==> src/rtl/game_timing_pkg.sv <==
// Shared mode encodings and elaboration-time helpers for the game tick generator.
package game_timing_pkg;

  localparam int unsigned MODE_W = 2;

  typedef enum logic [MODE_W-1:0] {
    MODE_RUN   = 2'b00,
    MODE_STEP  = 2'b01,
    MODE_PAUSE = 2'b10
  } mode_e;

  // Clock cycles per frame tick (integer division, remainder dropped).
  function automatic int unsigned calc_frame_div(input int unsigned clk_hz,
                                                 input int unsigned frame_hz);
    return clk_hz / frame_hz;
  endfunction

  // Bits needed to count 0..n-1; never less than one.
  function automatic int unsigned cnt_width(input int unsigned n);
    int unsigned w;
    w = 1;
    while ((w < 32) && ((64'd1 << w) < 64'(n))) begin
      w = w + 1;
    end
    return w;
  endfunction

endpackage

==> src/rtl/button_debouncer.sv <==
// Two-flop synchroniser, stability-count debouncer and rising-edge pulse
// for an asynchronous, bouncing push-button.
module button_debouncer
  import game_timing_pkg::*;
#(
  parameter int unsigned DEBOUNCE_CYCLES = 500_000
) (
  input  logic clk_50mhz,
  input  logic rst_n,
  input  logic btn_in,
  output logic btn_level,
  output logic btn_rise
);

  localparam int unsigned    CNT_W    = cnt_width(DEBOUNCE_CYCLES);
  localparam logic [CNT_W-1:0] CNT_LAST = CNT_W'(DEBOUNCE_CYCLES - 1);

  logic             sync1_q;
  logic             sync2_q;
  logic [CNT_W-1:0] cnt_q;
  logic [CNT_W-1:0] cnt_d;
  logic             level_q;
  logic             level_d;
  logic             level_dly_q;
  logic             rise_q;

  // Level flips once the synchronised input has disagreed for the full window;
  // any cycle of agreement restarts the count.
  always_comb begin
    cnt_d   = '0;
    level_d = level_q;
    if (sync2_q != level_q) begin
      if (cnt_q == CNT_LAST) begin
        level_d = sync2_q;
      end else begin
        cnt_d = cnt_q + CNT_W'(1);
      end
    end
  end

  always_ff @(posedge clk_50mhz or negedge rst_n) begin
    if (!rst_n) begin
      sync1_q     <= 1'b0;
      sync2_q     <= 1'b0;
      cnt_q       <= '0;
      level_q     <= 1'b0;
      level_dly_q <= 1'b0;
      rise_q      <= 1'b0;
    end else begin
      sync1_q     <= btn_in;
      sync2_q     <= sync1_q;
      cnt_q       <= cnt_d;
      level_q     <= level_d;
      level_dly_q <= level_q;
      rise_q      <= level_q & ~level_dly_q;
    end
  end

  assign btn_level = level_q;
  assign btn_rise  = rise_q;

endmodule

==> src/rtl/game_tick_generator.sv <==
// Single-clock enable generator: pixel enable, mode-gated frame tick,
// per-channel divided ticks and a wrapping frame counter.
module game_tick_generator
  import game_timing_pkg::*;
#(
  parameter int unsigned CLK_HZ          = 50_000_000,
  parameter int unsigned FRAME_HZ        = 60,
  parameter int unsigned PIX_DIV         = 2,
  parameter int unsigned DEBOUNCE_CYCLES = 500_000,
  parameter int unsigned CH_N            = 2,
  parameter int unsigned CH_DIV_W        = 8,
  parameter int unsigned FRAME_CNT_W     = 16
) (
  input  logic                       clk_50mhz,
  input  logic                       rst_n,
  input  logic [1:0]                 mode_sel,
  input  logic                       step_btn,
  input  logic [CH_N*CH_DIV_W-1:0]   ch_div,
  output logic                       pix_en,
  output logic                       frame_tick,
  output logic [CH_N-1:0]            ch_tick,
  output logic [FRAME_CNT_W-1:0]     frame_count,
  output logic [1:0]                 mode
);

  localparam int unsigned        FRAME_DIV  = calc_frame_div(CLK_HZ, FRAME_HZ);
  localparam int unsigned        FRAME_W    = cnt_width(FRAME_DIV);
  localparam int unsigned        PIX_W      = cnt_width(PIX_DIV);
  localparam logic [FRAME_W-1:0] FRAME_LAST = FRAME_W'(FRAME_DIV - 1);
  localparam logic [PIX_W-1:0]   PIX_LAST   = PIX_W'(PIX_DIV - 1);

  logic [PIX_W-1:0]       pix_cnt_q;
  logic [PIX_W-1:0]       pix_cnt_d;
  logic                   pix_en_q;
  logic                   pix_en_d;
  logic [FRAME_W-1:0]     frame_cnt_q;
  logic [FRAME_W-1:0]     frame_cnt_d;
  logic                   raw_frame;
  logic [1:0]             mode_s1_q;
  logic [1:0]             mode_s2_q;
  mode_e                  mode_q;
  mode_e                  mode_d;
  logic                   step_pulse;
  logic                   step_level_unused;
  logic                   frame_tick_q;
  logic                   frame_tick_d;
  logic [FRAME_CNT_W-1:0] frame_count_q;
  logic [FRAME_CNT_W-1:0] frame_count_d;

  // Free-running pixel and frame dividers; they never stop so frame phase
  // is preserved across mode changes.
  always_comb begin
    pix_en_d    = (pix_cnt_q == PIX_LAST);
    pix_cnt_d   = pix_en_d ? '0 : pix_cnt_q + PIX_W'(1);
    raw_frame   = (frame_cnt_q == FRAME_LAST);
    frame_cnt_d = raw_frame ? '0 : frame_cnt_q + FRAME_W'(1);
  end

  // Switch value 11 is treated as PAUSE.
  always_comb begin
    mode_d = mode_e'(mode_s2_q);
    if (mode_s2_q == 2'b11) begin
      mode_d = MODE_PAUSE;
    end
  end

  button_debouncer #(
    .DEBOUNCE_CYCLES(DEBOUNCE_CYCLES)
  ) u_step_db (
    .clk_50mhz(clk_50mhz),
    .rst_n    (rst_n),
    .btn_in   (step_btn),
    .btn_level(step_level_unused),
    .btn_rise (step_pulse)
  );

  // The mode registered before this edge decides which source becomes the tick.
  always_comb begin
    frame_tick_d = 1'b0;
    case (mode_q)
      MODE_RUN:  frame_tick_d = raw_frame;
      MODE_STEP: frame_tick_d = step_pulse;
      default:   frame_tick_d = 1'b0;
    endcase
    frame_count_d = frame_count_q + FRAME_CNT_W'(frame_tick_q);
  end

  always_ff @(posedge clk_50mhz or negedge rst_n) begin
    if (!rst_n) begin
      pix_cnt_q     <= '0;
      pix_en_q      <= 1'b0;
      frame_cnt_q   <= '0;
      mode_s1_q     <= MODE_PAUSE;
      mode_s2_q     <= MODE_PAUSE;
      mode_q        <= MODE_PAUSE;
      frame_tick_q  <= 1'b0;
      frame_count_q <= '0;
    end else begin
      pix_cnt_q     <= pix_cnt_d;
      pix_en_q      <= pix_en_d;
      frame_cnt_q   <= frame_cnt_d;
      mode_s1_q     <= mode_sel;
      mode_s2_q     <= mode_s1_q;
      mode_q        <= mode_d;
      frame_tick_q  <= frame_tick_d;
      frame_count_q <= frame_count_d;
    end
  end

  // Per-channel divider: advances on frame events, ticks alongside frame_tick.
  for (genvar gi = 0; gi < CH_N; gi++) begin : g_ch
    logic [CH_DIV_W-1:0] div_c;
    logic [CH_DIV_W-1:0] last_c;
    logic [CH_DIV_W-1:0] cnt_q;
    logic [CH_DIV_W-1:0] cnt_d;
    logic                tick_q;
    logic                tick_d;

    always_comb begin
      div_c  = ch_div[gi*CH_DIV_W +: CH_DIV_W];
      last_c = (div_c == '0) ? '0 : div_c - CH_DIV_W'(1);
      tick_d = 1'b0;
      cnt_d  = cnt_q;
      if (frame_tick_d) begin
        if (cnt_q >= last_c) begin
          tick_d = 1'b1;
          cnt_d  = '0;
        end else begin
          cnt_d = cnt_q + CH_DIV_W'(1);
        end
      end
    end

    always_ff @(posedge clk_50mhz or negedge rst_n) begin
      if (!rst_n) begin
        cnt_q  <= '0;
        tick_q <= 1'b0;
      end else begin
        cnt_q  <= cnt_d;
        tick_q <= tick_d;
      end
    end

    assign ch_tick[gi] = tick_q;
  end

  assign pix_en      = pix_en_q;
  assign frame_tick  = frame_tick_q;
  assign frame_count = frame_count_q;
  assign mode        = mode_q;

endmodule

==> config.mk <==
export PLATFORM = sky130hd
export DESIGN_NAME = game_tick_generator
export DESIGN_NICKNAME = d
export VERILOG_FILES = /design/src/rtl/game_timing_pkg.sv /design/src/rtl/button_debouncer.sv /design/src/rtl/game_tick_generator.sv
export SDC_FILE = /design/constraint.sdc
export NUM_CORES = 1
export LEC_CHECK = 0
export BUFFER_PORTS_ARGS = -buffer_cell sky130_fd_sc_hd__buf_2
export CORE_MARGIN = 10
export CORE_UTILIZATION = 60
export DETAILED_ROUTE_END_ITERATION = 7
export PLACE_DENSITY = 0.81
export SETUP_SLACK_MARGIN = 0.05
export SLEW_MARGIN = 10
export SYNTH_ARGS = -nofsm -noshare
export SYNTH_HDL_FRONTEND = slang
export SYNTH_HIERARCHICAL = 1
export SYNTH_SLANG_ARGS = --single-unit
==> constraint.sdc <==
create_clock -name clk_50mhz -period 7.15 [get_ports clk_50mhz]
set_clock_uncertainty 0.15 [all_clocks]
set_input_delay 0.715 -clock clk_50mhz [delete_from_list [all_inputs] [get_ports clk_50mhz]]
set_output_delay 0.715 -clock clk_50mhz [all_outputs]
set_load 0.005 [all_outputs]
# Yosys cells after proc, flatten, opt, wreduce, memory -nomap -nowiden

Cells that the tools add are included.

Memories: 0
Register bits after elaboration: 87
Word-level logic and storage cells: 53
RAM bits: 0
Latch bits: 0
Output and inout port bits: 22
ROM bits: 0
Input port bits: 21

Divide/modulo/power cells: 0
Equality and inequality tests: 5
Add/sub/neg operators: 8
Bitwise operators: 2
Magnitude comparators: 2
Multiplexer cells: 14
Multipliers: 0
Reductions and logical operators: 4
Shift-type cells: 0

Operator list:

| operator                                             | count |
|---|---|
| 2-to-1 mux 19 bit                                    | 2 |
| 2-to-1 mux 8 bit                                     | 4 |
| adder 20 x 1 -> 20 bit (second input constant)       | 1 |
| equality test 20 bit (second input constant)         | 1 |
| 2-to-1 mux 20 bit                                    | 1 |
| adder 19 x 1 -> 19 bit (second input constant)       | 1 |
| equality test 19 bit (second input constant)         | 1 |
| adder 16 x 1 -> 16 bit                               | 1 |
| adder 8 x 1 -> 8 bit (second input constant)         | 2 |
| greater-or-equal comparator 8 bit                    | 2 |
| logical NOT 8 bit                                    | 2 |
| subtractor 8 x 1 -> 8 bit (second input constant)    | 2 |
| 2-to-1 mux 1 bit                                     | 5 |
| equality test 2 x 1 -> 1 bit (second input constant) | 1 |
| equality test 2 bit (second input constant)          | 1 |
| logical NOT 2 bit                                    | 1 |
| 2-to-1 mux 2 bit                                     | 1 |
| case mux 1 bit (2 select lines)                      | 1 |
| AND reduction 2 bit                                  | 1 |
| adder 1 bit (second input constant)                  | 1 |
| AND 1 bit                                            | 1 |
| != test 1 bit                                        | 1 |
| inverter 1 bit                                       | 1 |

# Depth between registers and ports, before layout

Gate-level depths: netlist (run 1).

Depth in word-level cells: 5
Mapped depth: 12
Depth with buffers taken out: 12

# Hierarchy

The synthesis (run 1) kept the hierarchy.

By module, submodules not included:

| module              | area an instance (um2) | cells each | times used | seq. area each (um2) |
|---|---|---|---|---|
| game_tick_generator | 3402.0                 | 328        | 1          | 1580.3 |
| button_debouncer    | 1136.1                 | 108        | 1          | 600.6 |

# Worst setup path before layout (run 1)

OpenSTA, ideal clock, no wires.

Path kind: input to register
Start: input port ch_div[8]
End: register g_ch[1].cnt_q[3]
Slack: 3.527 ns
Setup time: 0.121 ns
Stages on the path: 12
Required time: 6.879 ns
Arrival: 3.352 ns
Path buffers: 0
Path through: inv_1 ha_1 nor2b_1 nand3b_1 or3_1 and2_1 ha_1 nand2b_1 a21oi_1 o32ai_1 o21ai_0 a22o_1

Cells in the longest elaborated chain, start to end: 4
Elaborated cells between the ends (all ways): 5
Classes of those cells: add/sub (1); order compare (1); mux (2); reduce/logical (1)

Ends and longest elaborated chain:

| element                                                        | RTL line                   | RTL |
|---|---|---|
| from (decl)                                                    | game_tick_generator.sv:18  | `input logic [CH_N*CH_DIV_W-1:0] ch_div,` |
| subtractor 8 x 1 -> 8 bit or logical NOT 8 bit (tied branches) | game_tick_generator.sv:121 | `last_c = (div_c == '0) ? '0 : div_c - CH_DIV_W'(1);` |
| 2-to-1 mux 8 bit *                                             | game_tick_generator.sv:121 |  |
| greater-or-equal comparator 8 bit *                            | game_tick_generator.sv:125 | `if (cnt_q >= last_c) begin` |
| 2-to-1 mux 8 bit *                                             | game_tick_generator.sv:125 |  |
| to (signal assigned)                                           | game_tick_generator.sv:139 | `cnt_q <= cnt_d;` |
| to (decl)                                                      | game_tick_generator.sv:114 | `logic [CH_DIV_W-1:0] cnt_q;` |

Every way passes the cells marked *; elsewhere a longest branch is shown, timed or not.
A chain may end at the register's enable or synchronous reset.

# Final worst setup path (run 1)

Start: input port ch_div[8]
End: register g_ch[1].cnt_q[6]

The elaborated chain is that of the path after synthesis.

==> results of run 1 <==
placed cells by master (no fill, tap or decap), drive strengths merged, types with 2 or more instances in the layout:
cell and count:
and4 4, a21oi 9, nand3b 3, mux2 3, nand2b 4, ha 25
dfrtp 84, clkbuf 9, and3 12, clkinv 3, nor2 45, buf 43
o21ai 17, a22o 14, nand4 12, o21a 3, xor2 18, and2 5
or3 6, xnor2 36, dfstp 3, nor3b 2, nor2b 18, nand2 26
nor3 14, inv 22, mux2i 2, nor4 7, or4 4, nand3 22
kinds of logic after synthesis:
| family | count (synthesis) | share of synthesized area, % |
|---|---|---|
| buffers and inverters | 27 | 2.78 |
| AO/OA/AOI/OAI | 50 | 8.08 |
| AND/OR/NAND/NOR | 188 | 22.6 |
| adder cells (fa/ha/maj) | 25 | 6.89 |
| flip-flops | 87 | 48.1 |
| XOR/XNOR | 54 | 10.4 |
| multiplexers | 5 | 1.19 |
flip-flops by register name, indices dropped and copies added (netlist names):
register / flops
mode: 2
g_ch.cnt_q: 16
frame_cnt_q: 20
frame_count: 16
u_step_db/cnt_q: 19
mode_s2_q: 2
u_step_db/sync2_q: 1
u_step_db/btn_level: 1
frame_tick: 1
u_step_db/sync1_q: 1
pix_cnt_q: 1
pix_en: 1
u_step_db/level_dly_q: 1
u_step_db/btn_rise: 1
mode_s1_q: 2
g_ch.tick_q: 2
worst max-delay path by stage:
stage	endpoint	start	cells past startpoint	slack, ns
6_report	g_ch[1].cnt_q[6]	ch_div[8]	13	3.37
2_1_floorplan	g_ch[1].cnt_q[3]	ch_div[8]	12	3.53
4_1_cts	g_ch[1].cnt_q[6]	ch_div[8]	13	3.36
3_3_place_gp	g_ch[1].cnt_q[4]	ch_div[8]	13	3.13
5_1_grt	g_ch[1].cnt_q[6]	ch_div[8]	13	3.10
3_5_place_dp	g_ch[1].cnt_q[6]	ch_div[8]	13	2.99
layer usage:
layer | wire, um | GRT usage (%) | up-vias
li1 | - | - | 1616
met1 | 3930 | 20.7 | 1574
met2 | 4410 | 27.1 | 55
met3 | 274 | 3.95 | 9
met4 | 129 | 6.09 | 0
met5 | 0 | 0 | -
worst reg2reg max path, cell delays in order, from the launching register on:
cell	delay [ns]
dfrtp_1	0.45
or4bb_1	0.50
or3_1	0.40
nor3_1	0.87
buf_4	0.29
nor2_1	0.06
power groups by stage:
stage | logic [mW] | clock network [mW] | registers, mW
after floorplan | 0.0224 | 0 | 0.508
after global placement | 0.0417 | 0 | 0.509
after detailed placement | 0.0435 | 0 | 0.509
after CTS | 0.0437 | 0.347 | 0.500
after global routing | 0.0502 | 0.371 | 0.500
final | 0.0426 | 0.339 | 0.499
area by class of cell:
type	instances	share of cell area, %
inverters	19	1.52
clock buffers	9	2.46
repair buffers	43	4.38
well taps	99	2.46
flip-flops and latches	87	43.4
multi-input cells	322	44.4
clock inverters	7	1.44
==> results.toml, run 1 <==
[min_path]
hold_depth = 0
worst_hold_startpoint = "mode_s1_q[0]"
worstHoldPathType = "reg2reg"
hold-path-endpoint = "mode_s2_q[0]"

[setup_path]
arrival_ns = 3.88
r2r_start = "frame_cnt_q[2]"
crit_required_ns = 7.25
crit_path_frequent_cell = "ha_1"
critPathBufInv = 2
reg2reg_depth = 5
crit_type = "in2reg"
slowest_stage = "o32ai_1"
cp_cell_sequence = "buf_2 > inv_1 > ha_1 > nor2b_1 > nand3b_1 > or3_1 > and2_1 > ha_1 > nand2b_1 > a21oi_1 > o32ai_1 > o21ai_0 > a22o_1"
crit_path_end_kind = "flip-flop"
path_delay_family = "compound AO/OA/AOI/OAI gates"
r2r-end = "frame_cnt_q[10]"
rrSetupSlack_ns = 4.32
cp-start-kind = "primary input"
cp_slowest_stage_delay_ns = 0.90
cp_max_fo = 8

[place]
dp_hpwl_um = 6410
place_congestion = 0.818
pre_cts_slack_ns = 2.99
placed_area_um2 = 4830
post-place-cells = 570
portBuffers = 42

[logic_synthesis]
synth_nets = 482
yosysWarningCount = 6
synth.most_common_cell = "dfrtp_1"
ys_ff_latch = 87
synth_cells = 436
async_reset_ff_share_pct = 100
synth_ff_type = "dfrtp_1"
synth_edf_count = 0
syn_area_per_cell_um2 = 10.4
synth_top_area_cell = "dfrtp_1"
ys_types = 50
netlist.area_leader.share_pct = 46.3
synthTopCellsByCount = "dfrtp_1 (84), nor2_1 (43), xnor2_1 (36)"
ys_seq_area_share_pct = 48.1
synth.top_cells.by_area = "dfrtp_1 (46%), xnor2_1 (6.9%), ha_1 (6.9%)"
syn_area_um2 = 4540

[timing]
worst_pin_slew_ns = 1.12
drv_slew = 0
fin_crit_sh_pct = 52.9
holdWs_ns = 0.223
setup_viol = 0
timing.fmax_ghz = 0.265
period_minus_slack_ns = 3.78
slew_headroom_pct = 24.8
hold_viol = 0
grt_setup_unrepaired = "false"
fin_ws_ns = 3.37
setup_tns_ns = 0

[power]
combPwrFrac_pct = 4.8
ir_worst_vdd_v = 0.000162
p_leak_nw = 2.44
p_seq_share_pct = 56.7
switching_share_pct = 26.3
power.switching_uw = 231
finalPower_uw = 881
p_per_area_nw_per_um2 = 175
clock_power_share_pct = 38.5
p_int_uw = 650

[cts]
cts_resized = 0
cts_tree = "yes"
cts-root-buf = "clkbuf_8"
clkSlewWorstSetupHoldPaths_ns = 0.10
cts_max_level = 3
clkLatencyLatePin_ns = 0.36
cts.path.max_buffers = 2
hold_buffers = 0
numCtsBuffers = 9
cts.sinks = 87
cts_setup_buffers = 0

[floorplanning]
die_h_um = 107
start_util_pct = 62.2
core-area_um2 = 7290
fp.dieW_um = 107
rows = 31
dieArea_um2 = 11400
io_pins = 43

[finish]
regArea_um2 = 2180
final_util_pct = 69.0
nets = 528
diodes = 0
area_growth_pct = 10.8
stdcell_count = 586
multi_input_area_um2 = 2230
nFillCells = 580
design_area_um2 = 5030
drive_above_1_share_pct = 15.4

[routing]
wl_um = 8740
first_pass_iters = 4
wl_per_cell_um = 14.9
viasPerCell = 5.55
drt_iter0_markers = 149
num_vias = 3254
drc = 0
antenna_left = 0

[global_route]
grt_use_total_pct = 16.5
grt_pass1_vias = 3373
grt_pass1_wl_um = 15600
grt_remaining_overflow = 0
grt_max_degree = 88
antenna_found_initial = 0

[run_status]
status = "complete, no violations"

[run]
drv_cap = 0
Note: power is estimated with default switching activity, not from simulation.
==> run 2: changes to the inputs <==
--- a/config.mk
+++ b/config.mk
@@ -5,11 +5,12 @@
 export SDC_FILE = /design/constraint.sdc
 export NUM_CORES = 1
 export LEC_CHECK = 0
+export ABC_AREA = 1
 export BUFFER_PORTS_ARGS = -buffer_cell sky130_fd_sc_hd__buf_2
 export CORE_MARGIN = 10
 export CORE_UTILIZATION = 60
 export DETAILED_ROUTE_END_ITERATION = 7
-export PLACE_DENSITY = 0.81
+export PLACE_DENSITY = 0.8
 export SETUP_SLACK_MARGIN = 0.05
 export SLEW_MARGIN = 10
 export SYNTH_ARGS = -nofsm -noshare
==> constraint.sdc (replaced) <==
create_clock -name clk_50mhz -period 3.9 [get_ports clk_50mhz]
set_clock_uncertainty 0.15 [all_clocks]
set_input_delay 0.39 -clock clk_50mhz [delete_from_list [all_inputs] [get_ports clk_50mhz]]
set_output_delay 0.39 -clock clk_50mhz [all_outputs]
set_load 0.005 [all_outputs]
==> run 2 against run 1 <==
Via count up 31%. Critical path depth up 6. Synthesized cell count up 54%. Clock power up 120%. Critical path type unchanged. Largest cell class unchanged.
==> results.toml, run 2 <==
[logic_synthesis]
yosysWarningCount = 6
ys_seq_area_share_pct = 42.1
synth_ff_type = "dfrtp_1"
synthTopCellsByCount = "nand2_1 (163), nor2_1 (105), inv_1 (90)"
async_reset_ff_share_pct = 100
synth_edf_count = 0
syn_area_per_cell_um2 = 7.69
ys_types = 38
synth_top_area_cell = "dfrtp_1"
synth.top_cells.by_area = "dfrtp_1 (41%), nand2_1 (12%), nor2_1 (7.6%)"
netlist.area_leader.share_pct = 40.6
ys_ff_latch = 87
syn_area_um2 = 5170
synth.most_common_cell = "nand2_1"
synth_cells = 673
synth_nets = 719

[setup_path]
cp-start-kind = "primary input"
slowest_stage = "ha_1"
crit_path_end_kind = "flip-flop"
cp_max_fo = 9
crit_required_ns = 4.04
arrival_ns = 2.75
cp_slowest_stage_delay_ns = 0.29
crit_path_frequent_cell = "nand2_1"
reg2reg_depth = 8
r2r-end = "g_ch[1].cnt_q[2]"
r2r_start = "frame_cnt_q[0]"
crit_type = "in2reg"
cp_cell_sequence = "buf_2 > inv_1 > ha_1 > inv_1 > nor2_1 > nand2_1 > nor3_1 > nand3_1 > o21ai_0 > ha_1 > nand2_1 > nor2_1 > nor2_1 > nand2_1 > nand2_1 > nand2_1 > nor2_1 > nand2_1 > nand2_1"
rrSetupSlack_ns = 1.97
path_delay_family = "simple AND/OR/NAND/NOR gates"
critPathBufInv = 3

[cts]
cts_setup_buffers = 0
cts.sinks = 87
hold_buffers = 3
clkSlewWorstSetupHoldPaths_ns = 0.08
cts-root-buf = "clkbuf_8"
cts_resized = 0
clkLatencyLatePin_ns = 0.36
cts_max_level = 3
cts_tree = "yes"
numCtsBuffers = 9
cts.path.max_buffers = 2

[timing]
worst_pin_slew_ns = 1.07
fin_crit_sh_pct = 66.8
drv_slew = 0
grt_setup_unrepaired = "false"
slew_headroom_pct = 28.7
hold_viol = 0
period_minus_slack_ns = 2.61
setup_viol = 0
setup_tns_ns = 0
timing.fmax_ghz = 0.384

[floorplanning]
fp.dieW_um = 113
io_pins = 43
die_h_um = 113
rows = 33
core-area_um2 = 8300
start_util_pct = 62.4
dieArea_um2 = 12700

[power]
p_leak_nw = 3.07
p_per_area_nw_per_um2 = 304
combPwrFrac_pct = 6.1
clock_power_share_pct = 41.8
p_int_mw = 1.36
ir_worst_vdd_v = 0.000254
power.switching_uw = 389
p_seq_share_pct = 52.2
switching_share_pct = 22.2

[place]
post-place-cells = 814
placed_area_um2 = 5480
place_congestion = 0.872
portBuffers = 42
dp_hpwl_um = 7620

[routing]
drc = 0
wl_um = 10300
wl_per_cell_um = 12.4
antenna_left = 0
viasPerCell = 5.10
drt_iter0_markers = 241
num_vias = 4247
first_pass_iters = 5

[global_route]
grt_pass1_wl_um = 18300
grt_use_met1_pct = 20.6
grt_remaining_overflow = 0
antenna_found_initial = 0
grt_use_total_pct = 16.6
grt_pass1_vias = 4186
met2_usage_pct = 28.4
grt_max_degree = 88
grt_util_met3_pct = 3.54
top_usage_layer = "met2"

[finish]
largest_register = "frame_cnt_q"
design_area_um2 = 5750
largest_reg_flops = 20
nFillCells = 659
nets = 769
reg_top3 = "frame_cnt_q (20), u_step_db/cnt_q (19)"
area_growth_pct = 11.1
final_cell_mix = "nand2_1 (163), nor2_1 (105), inv_1 (90), dfrtp_1 (84), nand3_1 (58)"
final_common_cell = "nand2_1"
diodes = 0
multi_input_area_um2 = 2590
stdcell_count = 833
regArea_um2 = 2180
drive_above_1_share_pct = 14.3

[min_path]
worstHoldPathType = "in2async"

[run_status]
status = "complete, no violations"

[run]
drv_cap = 0
[run 2: cell families (layout without fill, tap and decap cells)]
group / count (synthesis) / count (layout) / share of synthesized area [%]
AOI/OAI and AO/OA: 36 / 36 / 3.82
xor gates and xnor gates: 36 / 36 / 6.24
adders and majority gates: 25 / 25 / 6.04
buffers and inverters: 103 / 158 / 7.88
DFF: 87 / 87 / 42.1
and+or+nand+nor: 386 / 386 / 33.9
[run 2: worst register-to-register path: cells and delay by family (launching register included)]
kind / cells / cell delay [ns]
flip-flops: 1 / 0.41
buffers and inverters: 1 / 0.09
AND/OR/NAND/NOR: 6 / 1.04
adder cells (fa/ha/maj): 1 / 0.19
[run 2: worst max-delay path by stage]
stage                     slack (ns)               end      start  cells after the start
after global routing            1.00  g_ch[0].cnt_q[3]  ch_div[0]                     19
after global placement          1.12    g_ch[0].tick_q  ch_div[0]                     18
after CTS                       1.32  g_ch[0].cnt_q[3]  ch_div[0]                     19
after floorplan                 1.46    g_ch[0].tick_q  ch_div[0]                     17
final                           1.29  g_ch[0].cnt_q[3]  ch_div[0]                     19
after detailed placement        0.97  g_ch[0].cnt_q[4]  ch_div[0]                     19
[run 2: metrics by stage]
step | hold slack [ns] | power [mW] | setup slack, ns | utilization [%]
final | 0.0605 | 1.75 | 1.29 | 69.3
after global routing | 0.158 | 1.83 | 1.00 | 69.3
after CTS | 0.111 | 1.77 | 1.32 | 69.3
after detailed placement | 0.194 | 1.04 | 0.970 | 66.0
after global placement | 0.194 | 1.03 | 1.12 | 66.0
after floorplan | -0.0556 | 0.989 | 1.46 | -
[run 2: area by class of cell]
cell class | count | share of cell area (%)
multi-input cells | 483 | 45.0
flip-flops and latches | 87 | 37.9
inverters | 97 | 6.36
repair buffers | 45 | 4.22
clock buffers | 12 | 2.87
well taps | 105 | 2.29
clock inverters | 4 | 1.33
[run 2: power by group through the flow]
stage | sequential (mW) | combinational [mW] | clock, mW
2_1_floorplan | 0.930 | 0.0586 | 0
3_3_place_gp | 0.931 | 0.0989 | 0
3_5_place_dp | 0.931 | 0.105 | 0
4_1_cts | 0.913 | 0.108 | 0.750
5_1_grt | 0.914 | 0.125 | 0.787
6_report | 0.913 | 0.106 | 0.731
[run 2: layer usage]
| metal | up-vias | share of wire [%] |
|---|---|---|
| met1 | 1985 | 46 |
| met2 | 54 | 50 |
| met4 | 0 | 1.1 |
| met5 | - | 0 |
| li1 | 2197 | - |
| met3 | 11 | 3.8 |
==> run 3: changes to the inputs <==
--- a/config.mk
+++ b/config.mk
@@ -5,12 +5,12 @@
 export SDC_FILE = /design/constraint.sdc
 export NUM_CORES = 1
 export LEC_CHECK = 0
-export ABC_AREA = 1
+export ABC_AREA = 0
 export BUFFER_PORTS_ARGS = -buffer_cell sky130_fd_sc_hd__buf_2
 export CORE_MARGIN = 10
-export CORE_UTILIZATION = 60
+export CORE_UTILIZATION = 54
 export DETAILED_ROUTE_END_ITERATION = 7
-export PLACE_DENSITY = 0.8
+export PLACE_DENSITY = 0.77
 export SETUP_SLACK_MARGIN = 0.05
 export SLEW_MARGIN = 10
 export SYNTH_ARGS = -nofsm -noshare
==> constraint.sdc (replaced) <==
create_clock -name clk_50mhz -period 2.2 [get_ports clk_50mhz]
set_clock_uncertainty 0.15 [all_clocks]
set_input_delay 0.22 -clock clk_50mhz [delete_from_list [all_inputs] [get_ports clk_50mhz]]
set_output_delay 0.22 -clock clk_50mhz [all_outputs]
set_load 0.005 [all_outputs]
==> run 3 against run 2 <==
The run now ends with negative setup slack left. Total power increased by 72%. Cell count down 23%. Clock power rose by 57%. Worst setup slack got worse by 1.5 ns. Combinational power is 130% higher. Hold slack improved by 0.14 ns. Routed wire length shrank 3.0%. Non-clock buffer count up 48. Die area down 2.1%. Global-route usage shrank 0.76 points. Critical endpoint is now g_ch[0].cnt_q[7]. Largest power group unchanged.
==> results.toml, run 3 (synthesis gave the netlist of run 1 again) <==
[floorplanning]
die_h_um = 112
fp.dieW_um = 112
core-area_um2 = 8220
rows = 33
io_pins = 43
start_util_pct = 55.2
dieArea_um2 = 12500

[setup_path]
crit_type = "reg2reg"
crit_required_ns = 2.30
cp-start-kind = "flip-flop"
slowest_stage = "or4_4"
r2r-end = "g_ch[0].cnt_q[7]"
r2r_start = "frame_cnt_q[11]"
cp_slowest_stage_delay_ns = 0.55
path_delay_family = "simple AND/OR/NAND/NOR gates"
crit_path_frequent_cell = "or4_4"
crit_path_end_kind = "flip-flop"
cp_cell_sequence = "or4_4 > or4_4 > o21a_4 > inv_6 > o21ai_1 > a22o_1"
arrival_ns = 2.52
reg2reg_depth = 6
critPathBufInv = 1
rrSetupSlack_ns = -0.22
cp_max_fo = 8

[routing]
highest_layer = "met4"
dr_wl_met3_um = 359
antenna_left = 0
wl_per_cell_um = 15.6
met2_wirelength_um = 5230
first_pass_iters = 4
wl_met1_um = 4310
drt_iter0_markers = 236
wl_um = 10000
num_vias = 3534
drc = 0
viasPerCell = 5.50

[timing]
drv_slew = 0
grt_setup_unrepaired = "true"
timing.fmax_ghz = 0.414
hold_viol = 0
fin_ws_ns = -0.216
slew_headroom_pct = 67.5
worst_pin_slew_ns = 0.488
setup_viol = 18
holdWs_ns = 0.205
fin_crit_sh_pct = 110
period_minus_slack_ns = 2.42

[finish]
final_util_pct = 71.2
diodes = 0
largest_reg_flops = 20
area_growth_pct = 28.9
reg_top3 = "frame_cnt_q (20), u_step_db/cnt_q (19)"
design_area_um2 = 5850
stdcell_count = 643
final_common_cell = "dfrtp_1"
final_cell_mix = "dfrtp_1 (84), buf_4 (44), nor2_1 (43), buf_2 (37), xnor2_1 (36)"
largest_register = "frame_cnt_q"
drive_above_1_share_pct = 31.8
nets = 579
nFillCells = 566

[place]
dp_hpwl_um = 7090
portBuffers = 42
post-place-cells = 612
place_congestion = 0.876
placed_area_um2 = 5330

[power]
ir_worst_vdd_v = 0.000308
p_leak_nw = 2.78
finalPower_mw = 3.01
p_per_area_nw_per_um2 = 514

[cts]
cts.sinks = 87
cts_max_level = 3
numCtsBuffers = 9
cts_tree = "yes"
clkLatencyLatePin_ns = 0.36
clkSlewWorstSetupHoldPaths_ns = 0.10
cts-root-buf = "clkbuf_8"
cts.path.max_buffers = 2

[min_path]
hold-path-endpoint = "u_step_db/sync2_q"
worstHoldPathType = "reg2reg"
hold_depth = 0
worst_hold_startpoint = "u_step_db/sync1_q"

[run_status]
violations = "negative setup slack"
status = "finished, violations left"

[run]
drv_cap = 0

[global_route]
grt_use_total_pct = 15.9
grt_pass1_wl_um = 17100
antenna_found_initial = 0
grt_max_degree = 51
grt_remaining_overflow = 0
grt_pass1_vias = 3761
run 3: cell types whose count changed in the layout (fill, tap and decap cells not counted), moves of 10 or more:
cell / change
nor2b_1: +17
o21ai_0: -11
inv_1: -76
and3_1: +12
xnor2_1: +27
nor2_1: -62
a22o_1: +14
buf_4: +43
nor2_2: -10
nand3_1: -37
nand2_1: -138
run 3: repair_timing:
item	CTS	global route
setup buffers	7	4
pin swaps	17	12
resized for setup	21	21
hold buffers	4	0
gates cloned	0	1
setup endpoints to repair	19	23
endpoints found under the hold margin	40	0
run 3: worst register-to-register path: stages (launching register included):
cell and delay [ns]:
dfrtp_1 0.39, or4_4 0.55, or4_4 0.50, o21a_4 0.31
inv_6 0.12, o21ai_1 0.08, a22o_1 0.22
run 3: stage by stage:
step                worst slack (ns)  setup TNS (ns)
finish                        -0.216           -3.11
global route                  -0.275           -4.26
CTS                           -0.187           -2.47
detailed placement            -0.684          -10.14
global placement              -0.599           -8.55
floorplan                     -0.353           -4.12
run 3: worst max-delay path by stage:
stage / startpoint / end / depth (start not counted)
after detailed placement: ch_div[9] / g_ch[1].cnt_q[0] / 13
after global placement: ch_div[9] / g_ch[1].cnt_q[0] / 13
final: frame_cnt_q[11] / g_ch[0].cnt_q[7] / 6
after CTS: ch_div[8] / g_ch[1].cnt_q[0] / 14
after global routing: frame_cnt_q[11] / g_ch[1].cnt_q[7] / 6
after floorplan: ch_div[9] / g_ch[1].cnt_q[0] / 12
run 3: layout make-up:
class / count / area (um2) / share of cell area (%)
flip-flops and latches: 87 / 2180 / 37.3
inverters: 19 / 111 / 1.90
clock inverters: 7 / 80.1 / 1.37
clock buffers: 9 / 124 / 2.12
repair buffers: 93 / 676 / 11.5
multi-input cells: 322 / 2540 / 43.4
well taps: 105 / 131 / 2.25
repair inverters: 1 / 8.76 / 0.150
run 3: layer usage:
layer  GRT usage, %  vias up
met5              0        -
met1           18.8     1731
met3           3.97       13
met4           4.97        0
li1               -     1725
met2           27.5       65
run 3: power by group:
group	internal, mW	switching (mW)
sequential	1.61	0.0108
clock	0.539	0.609
combinational	0.117	0.122
